--- config.mk ---
export PLATFORM = sky130hd
export DESIGN_NAME = smu_cfg_loader
export DESIGN_NICKNAME = d
export VERILOG_FILES = /design/src/rtl/smu_cfg_loader.sv
export SDC_FILE = /design/constraint.sdc
export NUM_CORES = 1
export LEC_CHECK = 0
export BUFFER_PORTS_ARGS = -buffer_cell sky130_fd_sc_hd__buf_2
export CORE_UTILIZATION = 56
export DETAILED_ROUTE_END_ITERATION = 8
export GPL_ROUTABILITY_DRIVEN = 0
export GPL_TIMING_DRIVEN = 0
export PLACE_DENSITY = 0.78
export SKIP_LAST_GASP = 1
export SLEW_MARGIN = 25
export SYNTH_ARGS = -nofsm -noshare
export SYNTH_HDL_FRONTEND = slang
export SYNTH_SLANG_ARGS = --single-unit
--- constraint.sdc ---
create_clock -name gated_clk -period 3.3 [get_ports gated_clk]
set_clock_uncertainty 0.2 [all_clocks]
set_input_delay 0.495 -clock gated_clk [delete_from_list [all_inputs] [get_ports gated_clk]]
set_output_delay 0.495 -clock gated_clk [all_outputs]
set_load 0.01 [all_outputs]
--- src/rtl/smu_cfg_loader.sv ---
// Bit-serial configuration loader for one SMU: shifts a valid/ready stream into a shadow
// register and commits mask/compare/select/FSM target atomically. Optional parity: SMU_CFG_PARITY_EN.
module smu_cfg_loader #(
    parameter int N = 2,
    parameter int K = 4,
    localparam int FSM_W = $clog2(N),
    localparam int CFG_W = 2*K + 2 + FSM_W,
    localparam int CNT_W = $clog2(CFG_W + 1)
) (
    input  logic             gated_clk,
    input  logic             reset,
    input  logic             cfg_start,
    input  logic             cfg_clear,
    input  logic             cfg_valid,
    input  logic             cfg_bit,
    output logic             cfg_ready,
    output logic [K-1:0]     reg_cmp_mask,
    output logic [K-1:0]     reg_cmp,
    output logic [1:0]       reg_cmp_select,
    output logic [FSM_W-1:0] reg_fsm_cmp,
    output logic             smu_en,
    output logic             cfg_done,
    output logic             cfg_busy,
    output logic             cfg_err,
    output logic [CNT_W-1:0] bit_cnt
);

`ifdef SMU_CFG_PARITY_EN
    localparam int FRAME_W = CFG_W + 1;
`else
    localparam int FRAME_W = CFG_W;
`endif
    // The final beat of a frame is consumed straight into the commit, so it needs no shadow bit.
    localparam int SHADOW_W = FRAME_W - 1;
    localparam logic [CNT_W-1:0] LAST_IDX = CNT_W'(FRAME_W - 1);

    typedef enum logic [1:0] {
        IDLE  = 2'd0,
        LOAD  = 2'd1,
`ifdef SMU_CFG_PARITY_EN
        ARMED = 2'd2,
        ERROR = 2'd3
`else
        ARMED = 2'd2
`endif
    } state_t;

    state_t                state_reg, state_next;
    logic [SHADOW_W-1:0]   shadow_reg;
    logic [CNT_W-1:0]      bit_cnt_reg;
    logic [K-1:0]          mask_reg, cmp_reg;
    logic [1:0]            sel_reg;
    logic [FSM_W-1:0]      fsm_reg;
    logic                  done_reg;
    logic                  beat, last_beat, commit_ok;
    logic [CFG_W-1:0]      commit_frame;

    assign cfg_ready = (state_reg == LOAD) && !cfg_start && !cfg_clear;
    assign beat      = cfg_valid && cfg_ready;
    assign last_beat = beat && (bit_cnt_reg == LAST_IDX);

`ifdef SMU_CFG_PARITY_EN
    logic err_reg;
    logic parity_bad;
    assign commit_frame = shadow_reg;
    assign parity_bad   = last_beat && ((^shadow_reg) ^ cfg_bit);
    assign commit_ok    = last_beat && !parity_bad;
    assign cfg_err      = err_reg;
`else
    assign commit_frame = {cfg_bit, shadow_reg};
    assign commit_ok    = last_beat;
    assign cfg_err      = 1'b0;
`endif

    always_comb begin
        state_next = state_reg;
        if (cfg_clear)
            state_next = IDLE;
        else if (cfg_start)
            state_next = LOAD;
        else if (commit_ok)
            state_next = ARMED;
`ifdef SMU_CFG_PARITY_EN
        else if (parity_bad)
            state_next = ERROR;
`endif
    end

    always_ff @(posedge gated_clk) begin
        if (reset)
            state_reg <= IDLE;
        else
            state_reg <= state_next;
    end

    generate
        for (genvar gi = 0; gi < SHADOW_W; gi++) begin : g_shadow
            always_ff @(posedge gated_clk) begin
                if (reset || cfg_clear || cfg_start)
                    shadow_reg[gi] <= 1'b0;
                else if (beat && (bit_cnt_reg == CNT_W'(gi)))
                    shadow_reg[gi] <= cfg_bit;
            end
        end
    endgenerate

    always_ff @(posedge gated_clk) begin
        if (reset) begin
            bit_cnt_reg <= '0;
            mask_reg    <= '0;
            cmp_reg     <= '0;
            sel_reg     <= '0;
            fsm_reg     <= '0;
            done_reg    <= 1'b0;
        end else begin
            done_reg <= commit_ok;
            if (cfg_clear) begin
                bit_cnt_reg <= '0;
                mask_reg    <= '0;
                cmp_reg     <= '0;
                sel_reg     <= '0;
                fsm_reg     <= '0;
            end else if (cfg_start) begin
                bit_cnt_reg <= '0;
            end else if (beat) begin
                bit_cnt_reg <= bit_cnt_reg + CNT_W'(1);
                // All fields update on the same edge so no partial config is ever visible.
                if (commit_ok) begin
                    mask_reg <= commit_frame[K-1:0];
                    cmp_reg  <= commit_frame[2*K-1:K];
                    sel_reg  <= commit_frame[2*K+1:2*K];
                    fsm_reg  <= commit_frame[CFG_W-1:2*K+2];
                end
            end
        end
    end

`ifdef SMU_CFG_PARITY_EN
    always_ff @(posedge gated_clk) begin
        if (reset || cfg_clear || cfg_start)
            err_reg <= 1'b0;
        else if (parity_bad)
            err_reg <= 1'b1;
    end
`endif

    assign reg_cmp_mask   = mask_reg;
    assign reg_cmp        = cmp_reg;
    assign reg_cmp_select = sel_reg;
    assign reg_fsm_cmp    = fsm_reg;
    assign smu_en         = (state_reg == ARMED);
    assign cfg_busy       = (state_reg == LOAD);
    assign cfg_done       = done_reg;
    assign bit_cnt        = bit_cnt_reg;

endmodule
-- Word level (Yosys, flattened, before mapping)
Cells that the tools add are included.
- flip-flop bits (word level): 28
- bits in latches: 0
- memory bits (writable): 0
- ROM bits: 0
- input bits: 6
- output and inout bits: 20
- logic and storage cells: 57
- memories kept: 0
- add/subtract/negate cells: 1
- multipliers: 0
- divide/modulo/power cells: 0
- order comparisons: 0
- eq/ne operators: 12
- shifts and indexed selects: 0
- multiplexer cells: 2
- bitwise gates (word level): 1
- reduce and logical (&&, ||, !) cells: 23
- operator list (cell ; count):
    4-bit by 3-bit equality test with 1-bit output (second input constant) ; 4
    1-bit logical AND ; 14
    4-bit equality test (second input constant) ; 3
    4-bit by 2-bit equality test with 1-bit output (second input constant) ; 2
    4-bit by 1-bit adder with 4-bit output (second input constant) ; 1
    4-bit by 1-bit equality test with 1-bit output (second input constant) ; 1
    4-bit zero test ; 1
    3-bit AND reduction ; 1
    3-bit OR reduction ; 1
    2-bit by 1-bit equality test with 1-bit output (second input constant) ; 1
    2-bit equality test (second input constant) ; 1
    1-bit zero test ; 2
    1-bit logical OR ; 2
    1-bit 2-to-1 mux ; 2
    2-bit nonzero test ; 1
    2-bit OR reduction ; 1
    1-bit NOT ; 1

-- Depth between registers and ports, before layout
Gate-level depths: netlist (run 1).
- depth after elaboration: 7
- gate-level depth with buffers: 6
- depth with buffers taken out: 5

-- Worst setup path after synthesis (run 1)
No wires, ideal clock.
- path kind: input -> register
- start: in cfg_start
- end: reg bit_cnt_reg[3] (netlist: bit_cnt[3])
- library setup time: 0.070 ns
- data arrival time: 1.607 ns
- path slack: 1.423 ns
- stages: 3
- cells stage by stage: or4b_4 > or4_1 > a21oi_1
- longest elaborated chain between the ends: 4
- elaborated cells between the ends (all ways): 5
- those cells by class: reduce/logical: 5
- RTL lines (element ; RTL line ; source):
    from (decl) ; 12 ; input logic cfg_start,
    1-bit zero test ; 58 ; assign cfg_ready = (state_reg == LOAD) && !cfg_start && !cfg_clear;
    1-bit logical AND (2 in series) ; 58 ;
    1-bit logical AND ; 59 ; assign beat = cfg_valid && cfg_ready;
    to (signal assigned) ; 126 ; bit_cnt_reg <= bit_cnt_reg + CNT_W'(1);
    to (decl) ; 50 ; logic [CNT_W-1:0] bit_cnt_reg;
Several ways; a longest one is shown, not always the timed one.
A chain may end at the register's enable or synchronous reset.

-- Worst setup path after layout (run 1)
- start: reg state_reg[0]
- end: out cfg_ready
- longest elaborated chain between the ends: 3
- RTL lines (element ; RTL line ; source):
    from (decl) ; 48 ; state_t state_reg, state_next;
    from (signal assigned) ; 93 ; state_reg <= state_next;
    2-bit by 1-bit equality test with 1-bit output ; 58 ;
    1-bit logical AND (2 in series) ; 58 ;
    to (decl) ; 16 ; output logic cfg_ready,
No other way between the ends.

==> impl_metrics.tcl, run 1 <==
set metrics [dict create \
    wl_mm 2.821 \
    synth-seq-area-share 0.4503 \
    clkSlewWorstSetupHoldPaths_ns 0.15 \
    cts_root_buf "clkbuf_4" \
    dr.pass1.iters 4 \
    finalSetupViolCount 0 \
    drc_errors 0 \
    critPathMaxStageDelay_ns 0.54 \
    crit_required_ns 2.60 \
    syn_inst 141 \
    nFillCells 166 \
    async_reset_ff_frac 0 \
    worstSetupStartpointType "register" \
    cts.sinks 28 \
    p_leak_uw 0.0006335 \
    grt-ovfl-total 0 \
    slew_headroom 0.5529 \
    grt_pass1_wl_mm 4.899 \
    grt.total_usage 0.2617 \
    yosysTopAreaCellShare 0.4503 \
    insertion_delay_ns 0.32 \
    worstMarginPinSlew_ns 0.6656 \
    vdd_drop_max_mv 0.2637 \
    fmax_mhz 433.8 \
    slowest_stage "or4b_4" \
    wl_per_cell_um 14.39 \
    cts_setup_buffers 0 \
    power_density_nw_per_um2 407.0 \
    htreeDepth 1 \
    yosys.area.top_type "dfxtp_1" \
    hold_viol 0 \
    die_w_um 49.15 \
    cts_resized 0 \
    status "finished, final reports clean" \
    row_count 16 \
    ys_ff_latch 28 \
    synth_edf_count 0 \
    crit_type "register to output pin" \
    cts-hold-fix-buffers 0 \
    hp-class "input port to register" \
    power_uw 590.7 \
    io_buffers 24 \
    ys.flop_type "dfxtp_1" \
    synth.distinct_cells 28 \
    initial_core_util 0.6157 \
    synth.avg_cell_area_um2 8.829 \
    vias_per_cell 5.735 \
    layout_common_cells "dfxtp_1 (28), nand2_1 (27), buf_2 (25)" \
    rsz0062_at_grt "no" \
    dieArea_um2 2416 \
    antenna_found_initial 0 \
    drtAntennaViolNets 0 \
    core_area_um2 2022 \
    synthTopCellsByArea "dfxtp_1 (45%), mux2i_1 (8.8%), nand2_1 (8.1%)" \
    cts.path.max_buffers 2 \
    path_cells "or4b_4 -> inv_1 -> buf_2" \
    place_hpwl_mm 1.984 \
    grt_start_max_net_pins 17 \
    fin_nets 180 \
    dp.cells 192 \
    grt_pass1_vias 1049 \
    netlist_area_um2 1245 \
    drive_above_1_share 0.2012 \
    drtIter0Drc 20 \
    end_kind "output pin" \
    dr_total_vias 1124 \
    diodes 0 \
    fin_cells 196 \
    cts_tree "yes" \
    ys.warnings.count 0 \
    num_io_pins 26 \
    cts_buffers 3 \
    tns_ns 0 \
    layout_worst_path_cycle_share 0.6986 \
    final_common_cell "dfxtp_1" \
    critPathBufInv 2 \
    slew_violations 0 \
    die_h_um 49.15 \
    worst-path-max-fanout 8 \
    area_growth_pct 16.58 \
    largest_reg_flops 10 \
    post-route-min-period_ns 2.305 \
    cp_top_family "simple AND/OR/NAND/NOR gates" \
    synth_nets 151 \
    cap_violations 0 \
    cp.arrival_ns 1.61 \
]
power breakdown:
| part | switching, µW | total, µW | internal [µW] |
|---|---|---|---|
| registers | 1.39 | 340 | 339 |
| clock network | 101 | 224 | 123 |
| logic | 18.2 | 26.4 | 8.23 |
through the flow:
step | util | cell area, µm² | hold WS [ns] | setup WS [ns]
floorplan | - | 1245 | 0.2388 | 1.423
global placement | 0.6918 | 1399 | 0.2426 | 1.183
detailed placement | 0.6918 | 1399 | 0.2505 | 1.130
CTS | 0.7178 | 1451 | 0.1471 | 1.015
global route | 0.7178 | 1451 | 0.1608 | 0.9090
finish | 0.7178 | 1451 | 0.1530 | 0.9945
metal layers:
layer / routed length (µm) / vias up / GRT usage
li1: - / 555 / -
met1: 1305 / 536 / 0.3359
met2: 1388 / 31 / 0.4566
met3: 118 / 2 / 0.03115
met4: 8 / 0 / 0.07353
met5: 0 / - / 0
worst paths after layout:
check,from,end,slack [ns],cells past startpoint
min,reset,cfg_done,0.15,2
min reg2reg,reg_cmp_select[1],reg_cmp_select[1],0.26,2
max,state_reg[0],cfg_ready,0.99,3
max reg2reg,bit_cnt[0],reg_cmp[0],1.11,6
cell families (layout without fill, tap and decap cells):
family                   after synthesis  count (layout)  share of synthesized area
buffers and inverters                 11              39                    0.03718
flip-flops                            28              28                     0.4503
AO/OA/AOI/OAI                         19              19                    0.08041
multiplexers                          11              11                    0.08845
AND/OR/NAND/NOR                       67              67                     0.3005
adder cells (fa/ha/maj)                4               4                    0.04020
other                                  1               1                   0.003012
Yosys cell counts, drive strengths merged (2+ instances only):
master / count
and4bb: 2
a21oi: 3
nand3: 12
buf: 2
nand2: 27
inv: 4
o21ai: 14
mux2i: 11
or4bb: 2
ha: 4
dfxtp: 28
nor2: 2
nor3: 2
clkbuf: 5
nand4: 11
final cells by class:
cell class | count | area [µm²] | share of cell area
clock inverters | 1 | 30.03 | 0.02069
repair buffers | 24 | 120.1 | 0.08276
well taps | 27 | 33.78 | 0.02328
flip-flops and latches | 28 | 560.5 | 0.3862
multi-input cells | 102 | 638.1 | 0.4397
plain buffers | 7 | 31.28 | 0.02155
inverters | 4 | 15.01 | 0.01034
clock buffers | 3 | 22.52 | 0.01552
worst register-to-register path, stage by stage, from the launching register on:
cell      delay [ns]
dfxtp_1         0.40
inv_1           0.12
ha_1            0.19
nor4bb_1        0.53
clkbuf_1        0.43
nand4_1         0.16
o21ai_0         0.10
Note: power is estimated with default switching activity, not from simulation.
==> inputs of run 2 (changes only) <==
--- a/config.mk
+++ b/config.mk
@@ -5,12 +5,13 @@
 export SDC_FILE = /design/constraint.sdc
 export NUM_CORES = 1
 export LEC_CHECK = 0
+export ABC_AREA = 1
 export BUFFER_PORTS_ARGS = -buffer_cell sky130_fd_sc_hd__buf_2
-export CORE_UTILIZATION = 56
+export CORE_UTILIZATION = 53
 export DETAILED_ROUTE_END_ITERATION = 8
 export GPL_ROUTABILITY_DRIVEN = 0
 export GPL_TIMING_DRIVEN = 0
-export PLACE_DENSITY = 0.78
+export PLACE_DENSITY = 0.74
 export SKIP_LAST_GASP = 1
 export SLEW_MARGIN = 25
 export SYNTH_ARGS = -nofsm -noshare
==> constraint.sdc (replaced) <==
create_clock -name gated_clk -period 2.41 [get_ports gated_clk]
set_clock_uncertainty 0.2 [all_clocks]
set_input_delay 0.3615 -clock gated_clk [delete_from_list [all_inputs] [get_ports gated_clk]]
set_output_delay 0.3615 -clock gated_clk [all_outputs]
set_load 0.01 [all_outputs]
==> run 2 against run 1 <==
Net effect:
- sequential power grew 37%
- cell count rose by 16%
- flip-flop and latch count unchanged
- synthesized cell count rose by 21%
- synthesized area increased by 2.5%
- wire length fell by 10%
- global-route usage fell by 4.0 points
- utilization decreased by 5.6 points
- sequential share of layout area decreased by 0.69 points
- clock-buffer cell count rose by 1
- highest routed layer unchanged
==> impl_metrics.tcl, run 2 <==
set metrics [dict create \
    htreeDepth 1 \
    cts.path.max_buffers 2 \
    insertion_delay_ns 0.32 \
    final_common_cell "nor2_1" \
    largest_reg_flops 10 \
    synth_common_cells "nor2_1 (42), dfxtp_1 (28), nand2_1 (19)" \
    cts_setup_buffers 0 \
    clkSlewWorstSetupHoldPaths_ns 0.14 \
    yosys.area.top_type "dfxtp_1" \
    cap_violations 0 \
    die_w_um 51.07 \
    synth.distinct_cells 24 \
    cts_root_buf "clkbuf_4" \
    area_growth_pct 15.78 \
    finish.instance_area_um2 1478 \
    dieArea_um2 2608 \
    power_uw 725.6 \
    synth_nets 180 \
    crit_type "input port to register" \
    cts_tree "yes" \
    synth_edf_count 0 \
    hold_viol 0 \
    drtAntennaViolNets 0 \
    drtIter0Drc 18 \
    worstSetupStartpointType "input port" \
    fin_nets 210 \
    initial_core_util 0.5714 \
    synthTopCellsByArea "dfxtp_1 (44%), nor2_1 (12%), o21ai_1 (6.3%)" \
    diodes 0 \
    layout_worst_path_cycle_share 0.7334 \
    p_leak_uw 0.0006266 \
    cts-hold-fix-buffers 1 \
    synth-seq-area-share 0.4392 \
    wl_mm 2.536 \
    grt-ovfl-total 0 \
    fin_cells 227 \
    vias_per_cell 5.075 \
    cts_buffers 3 \
    hp-class "input port to register" \
    worst-path-max-fanout 10 \
    cts_resized 0 \
    ys.warnings.count 0 \
    yosysTopAreaCellShare 0.4392 \
    dr.pass1.iters 4 \
    core_area_um2 2233 \
    cp.arrival_ns 1.84 \
    dr_total_vias 1152 \
    async_reset_ff_frac 0 \
    antenna_found_initial 0 \
    yosysMostFrequentCell "nor2_1" \
    slew_violations 0 \
    num_io_pins 26 \
    layout_common_cells "nor2_1 (42), dfxtp_1 (28), buf_2 (26)" \
    syn_inst 170 \
    power_density_nw_per_um2 491.0 \
    grt.total_usage 0.2219 \
    ys.flop_type "dfxtp_1" \
    io_buffers 24 \
    status "finished, final reports clean" \
    rsz0062_at_grt "no" \
    synth.avg_cell_area_um2 7.507 \
    finalSetupViolCount 0 \
    fin_hold_ws_ns 0.1178 \
    dp.cells 222 \
    tns_ns 0 \
    ys_ff_latch 28 \
    row_count 17 \
    end_kind "register" \
    vdd_drop_max_mv 0.3809 \
    drive_above_1_share 0.2362 \
    grt_pass1_vias 1067 \
    post-route-min-period_ns 1.768 \
    die_h_um 51.07 \
    place_hpwl_mm 1.965 \
    crit_required_ns 2.48 \
    fmax_mhz 565.8 \
    netlist_area_um2 1276 \
    cts.sinks 28 \
    dpl_cell_area_um2 1431 \
    drc_errors 0 \
    grt_start_max_net_pins 16 \
    grt_pass1_wl_mm 4.340 \
    wl_per_cell_um 11.17 \
]
[run 2: cells by family (layout without fill, tap and decap cells)]
| kind of cell | Yosys count | in the layout | synth area share |
|---|---|---|---|
| buffers and inverters | 23 | 52 | 0.09019 |
| XOR/XNOR | 1 | 1 | 0.006864 |
| flip-flops | 28 | 28 | 0.4392 |
| AO/OA/AOI/OAI | 30 | 30 | 0.1196 |
| AND/OR/NAND/NOR | 83 | 83 | 0.3020 |
| other | 1 | 1 | 0.002938 |
| adder cells (fa/ha/maj) | 4 | 4 | 0.03922 |
[run 2: critical path, cell delays in order]
cell	delay [ns]
dlygate4sd3_1	0.53
buf_2	0.13
nor2_1	0.19
nand2_1	0.21
inv_2	0.19
o21ai_0	0.12
nor2_1	0.11
[run 2: path summary, 6_finish.rpt]
check | to | start | cells past startpoint | slack, ns
worst max-delay path | commit_frame[6] | reset | 7 | 0.64
worst min-delay path | commit_frame[7] | cfg_bit | 3 | 0.12
worst max register to register | reg_cmp[2] | bit_cnt[0] | 9 | 0.72
worst min register to register | reg_cmp_mask[0] | reg_cmp_mask[0] | 2 | 0.29
[run 2: final cells by class]
type                            instances  area (µm²)
Multi-Input combinational cell        119       600.6
Buffer                                  7       55.05
Fill cell                             214       755.7
Inverter                               16       60.06
Sequential cell                        28       560.5
Clock buffer                            4       36.28
Timing Repair Buffer                   25       130.1
Tap cell                               28       35.03
[run 2: metrics by stage]
step	utilization	worst slack, ns
2_1_floorplan	-	0.8575
3_3_place_gp	0.6409	0.7781
3_5_place_dp	0.6409	0.7453
4_1_cts	0.6616	0.6186
5_1_grt	0.6616	0.5015
6_report	0.6616	0.6425
[run 2: power by group]
part	internal (µW)	switching, µW	total (µW)
Clock	92.4	130	223
Sequential	464	1.04	465
Combinational	13.7	24.3	38.0
Total	570	156	726
[run 2: metal layers]
metal / GRT usage / routed length, µm / vias to the layer above
li1: - / - / 596
met2: 0.3772 / 1214 / 25
met1: 0.2717 / 1198 / 526
met3: 0.03274 / 82 / 5
met4: 0.1065 / 41 / 0
met5: 0 / 0 / -
==> inputs of run 3 (changes only) <==
==> constraint.sdc (replaced) <==
create_clock -name gated_clk -period 1.8 [get_ports gated_clk]
set_clock_uncertainty 0.2 [all_clocks]
set_input_delay 0.27 -clock gated_clk [delete_from_list [all_inputs] [get_ports gated_clk]]
set_output_delay 0.27 -clock gated_clk [all_outputs]
set_load 0.01 [all_outputs]
==> run 3 against run 2 <==
Net effect:
- critical path depth decreased by 1
- sequential power increased by 34%
- cell count unchanged
- register-to-register slack got worse by 0.57 ns
- flip-flop and latch count unchanged
- combinational power increased by 36%
- power increased by 34%
- non-clock buffer count unchanged
- clock-buffer cell count unchanged
- via count increased by 0.17%
- critical endpoint is now reg_cmp[2]
- largest cell class unchanged
- largest power group unchanged
- highest routed layer unchanged
==> impl_metrics.tcl, run 3 (synthesized netlist as in run 2, its figures left out) <==
set metrics [dict create \
    hold_viol 0 \
    cpMostUsedCell "nor2_1" \
    cts_buffers 3 \
    cts.sinks 28 \
    end_kind "register" \
    finalSetupViolCount 0 \
    critPathMaxStageDelay_ns 0.53 \
    hp-start "cfg_bit" \
    setup.worst_path.start "reset" \
    htreeDepth 1 \
    grt-ovfl-total 0 \
    grt_start_max_net_pins 16 \
    vias_per_cell 5.084 \
    p_leak_uw 0.0006275 \
    io_buffers 24 \
    crit_required_ns 1.87 \
    dr_total_vias 1154 \
    cts_tree "yes" \
    dr.pass1.iters 4 \
    fin_nets 210 \
    grt_pass1_vias 1067 \
    cp.arrival_ns 1.72 \
    cp_top_family "buffers and inverters" \
    worstSetupStartpointType "input port" \
    die_h_um 51.07 \
    wl_mm 2.561 \
    slew_violations 0 \
    dieArea_um2 2608 \
    status "finished, final reports clean" \
    clkSlewWorstSetupHoldPaths_ns 0.14 \
    rsz0062_at_grt "yes" \
    critPathBufInv 3 \
    layout_worst_path_cycle_share 0.9170 \
    antenna_found_initial 0 \
    hp-class "input port to register" \
    fmax_mhz 605.9 \
    setup_ws_ns 0.1494 \
    cap_violations 0 \
    wl_per_cell_um 11.28 \
    grt_pass1_wl_mm 4.340 \
    cts_root_buf "clkbuf_4" \
    crit_type "input port to register" \
    place_hpwl_mm 1.965 \
    drive_above_1_share 0.2462 \
    initial_core_util 0.5714 \
    grt.total_usage 0.2219 \
    fin_hold_ws_ns 0.02540 \
    vdd_drop_max_mv 0.5086 \
    slowest_stage "dlygate4sd3_1" \
    core_area_um2 2233 \
    power_density_nw_per_um2 658.0 \
    post-route-min-period_ns 1.651 \
    layout_common_cells "nor2_1 (42), dfxtp_1 (28), buf_2 (26)" \
    die_w_um 51.07 \
    drtAntennaViolNets 0 \
    reg2reg_from "bit_cnt[0]" \
    insertion_delay_ns 0.32 \
    worst-path-max-fanout 10 \
    cts.path.max_buffers 2 \
    pre_cts_ws_ns 0.1353 \
    tns_ns 0 \
    row_count 17 \
    drtIter0Drc 18 \
    drc_errors 0 \
    path_cells "dlygate4sd3_1 -> buf_2 -> nor2_1 -> clkbuf_1 -> o21ai_1 -> nor2_1" \
    final_common_cell "nor2_1" \
    area_growth_pct 15.98 \
    largest_reg_flops 10 \
    diodes 0 \
    power_uw 974.0 \
    num_io_pins 26 \
]
[run 3: layer usage]
| layer | vias to the layer above | track usage | share of wire |
|---|---|---|---|
| li1 | 596 | - | - |
| met1 | 532 | 0.2717 | 0.47 |
| met2 | 21 | 0.3772 | 0.48 |
| met3 | 5 | 0.03274 | 0.031 |
| met4 | 0 | 0.1065 | 0.016 |
| met5 | - | 0 | 0 |
[run 3: area by class of cell]
class | count | area (µm²)
plain buffers | 7 | 55.05
multi-input cells | 119 | 603.1
flip-flops and latches | 28 | 560.5
fillers | 213 | 753.2
repair buffers | 25 | 130.1
clock buffers | 4 | 36.28
inverters | 16 | 60.06
well taps | 28 | 35.03
[run 3: per-stage QoR]
step	cells	util	area [µm²]
global placement	222	0.6409	1431
CTS	227	0.6616	1478
finish	227	0.6627	1480
global route	227	0.6627	1480
floorplan	170	-	1276
detailed placement	222	0.6409	1431
[run 3: power breakdown]
part	leakage [µW]	internal (µW)	switching [µW]
combinational	0.000381	18.5	33.4
sequential	0.000226	621	1.35
clock	0.0000210	124	176
[run 3: worst paths after layout]
path                                        end  slack (ns)  cells after the start
worst max-delay path                 reg_cmp[2]        0.15                      6
worst max register to register       reg_cmp[2]        0.15                      9
worst min register to register  reg_cmp_mask[0]        0.29                      2
worst min-delay path            commit_frame[7]        0.03                      3
[run 3: tightest hold or removal path, cell delays in order]
cell and delay, ns:
buf_2 0.10, nand4_1 0.08, a21oi_1 0.06
[run 3: what timing repair did]
item / in CTS / in global routing
setup endpoints to repair: 0 / 5
setup buffers: 0 / 0
hold buffers: 1 / 0
hold endpoints to repair: 1 / 0
gates resized for setup: 0 / 2
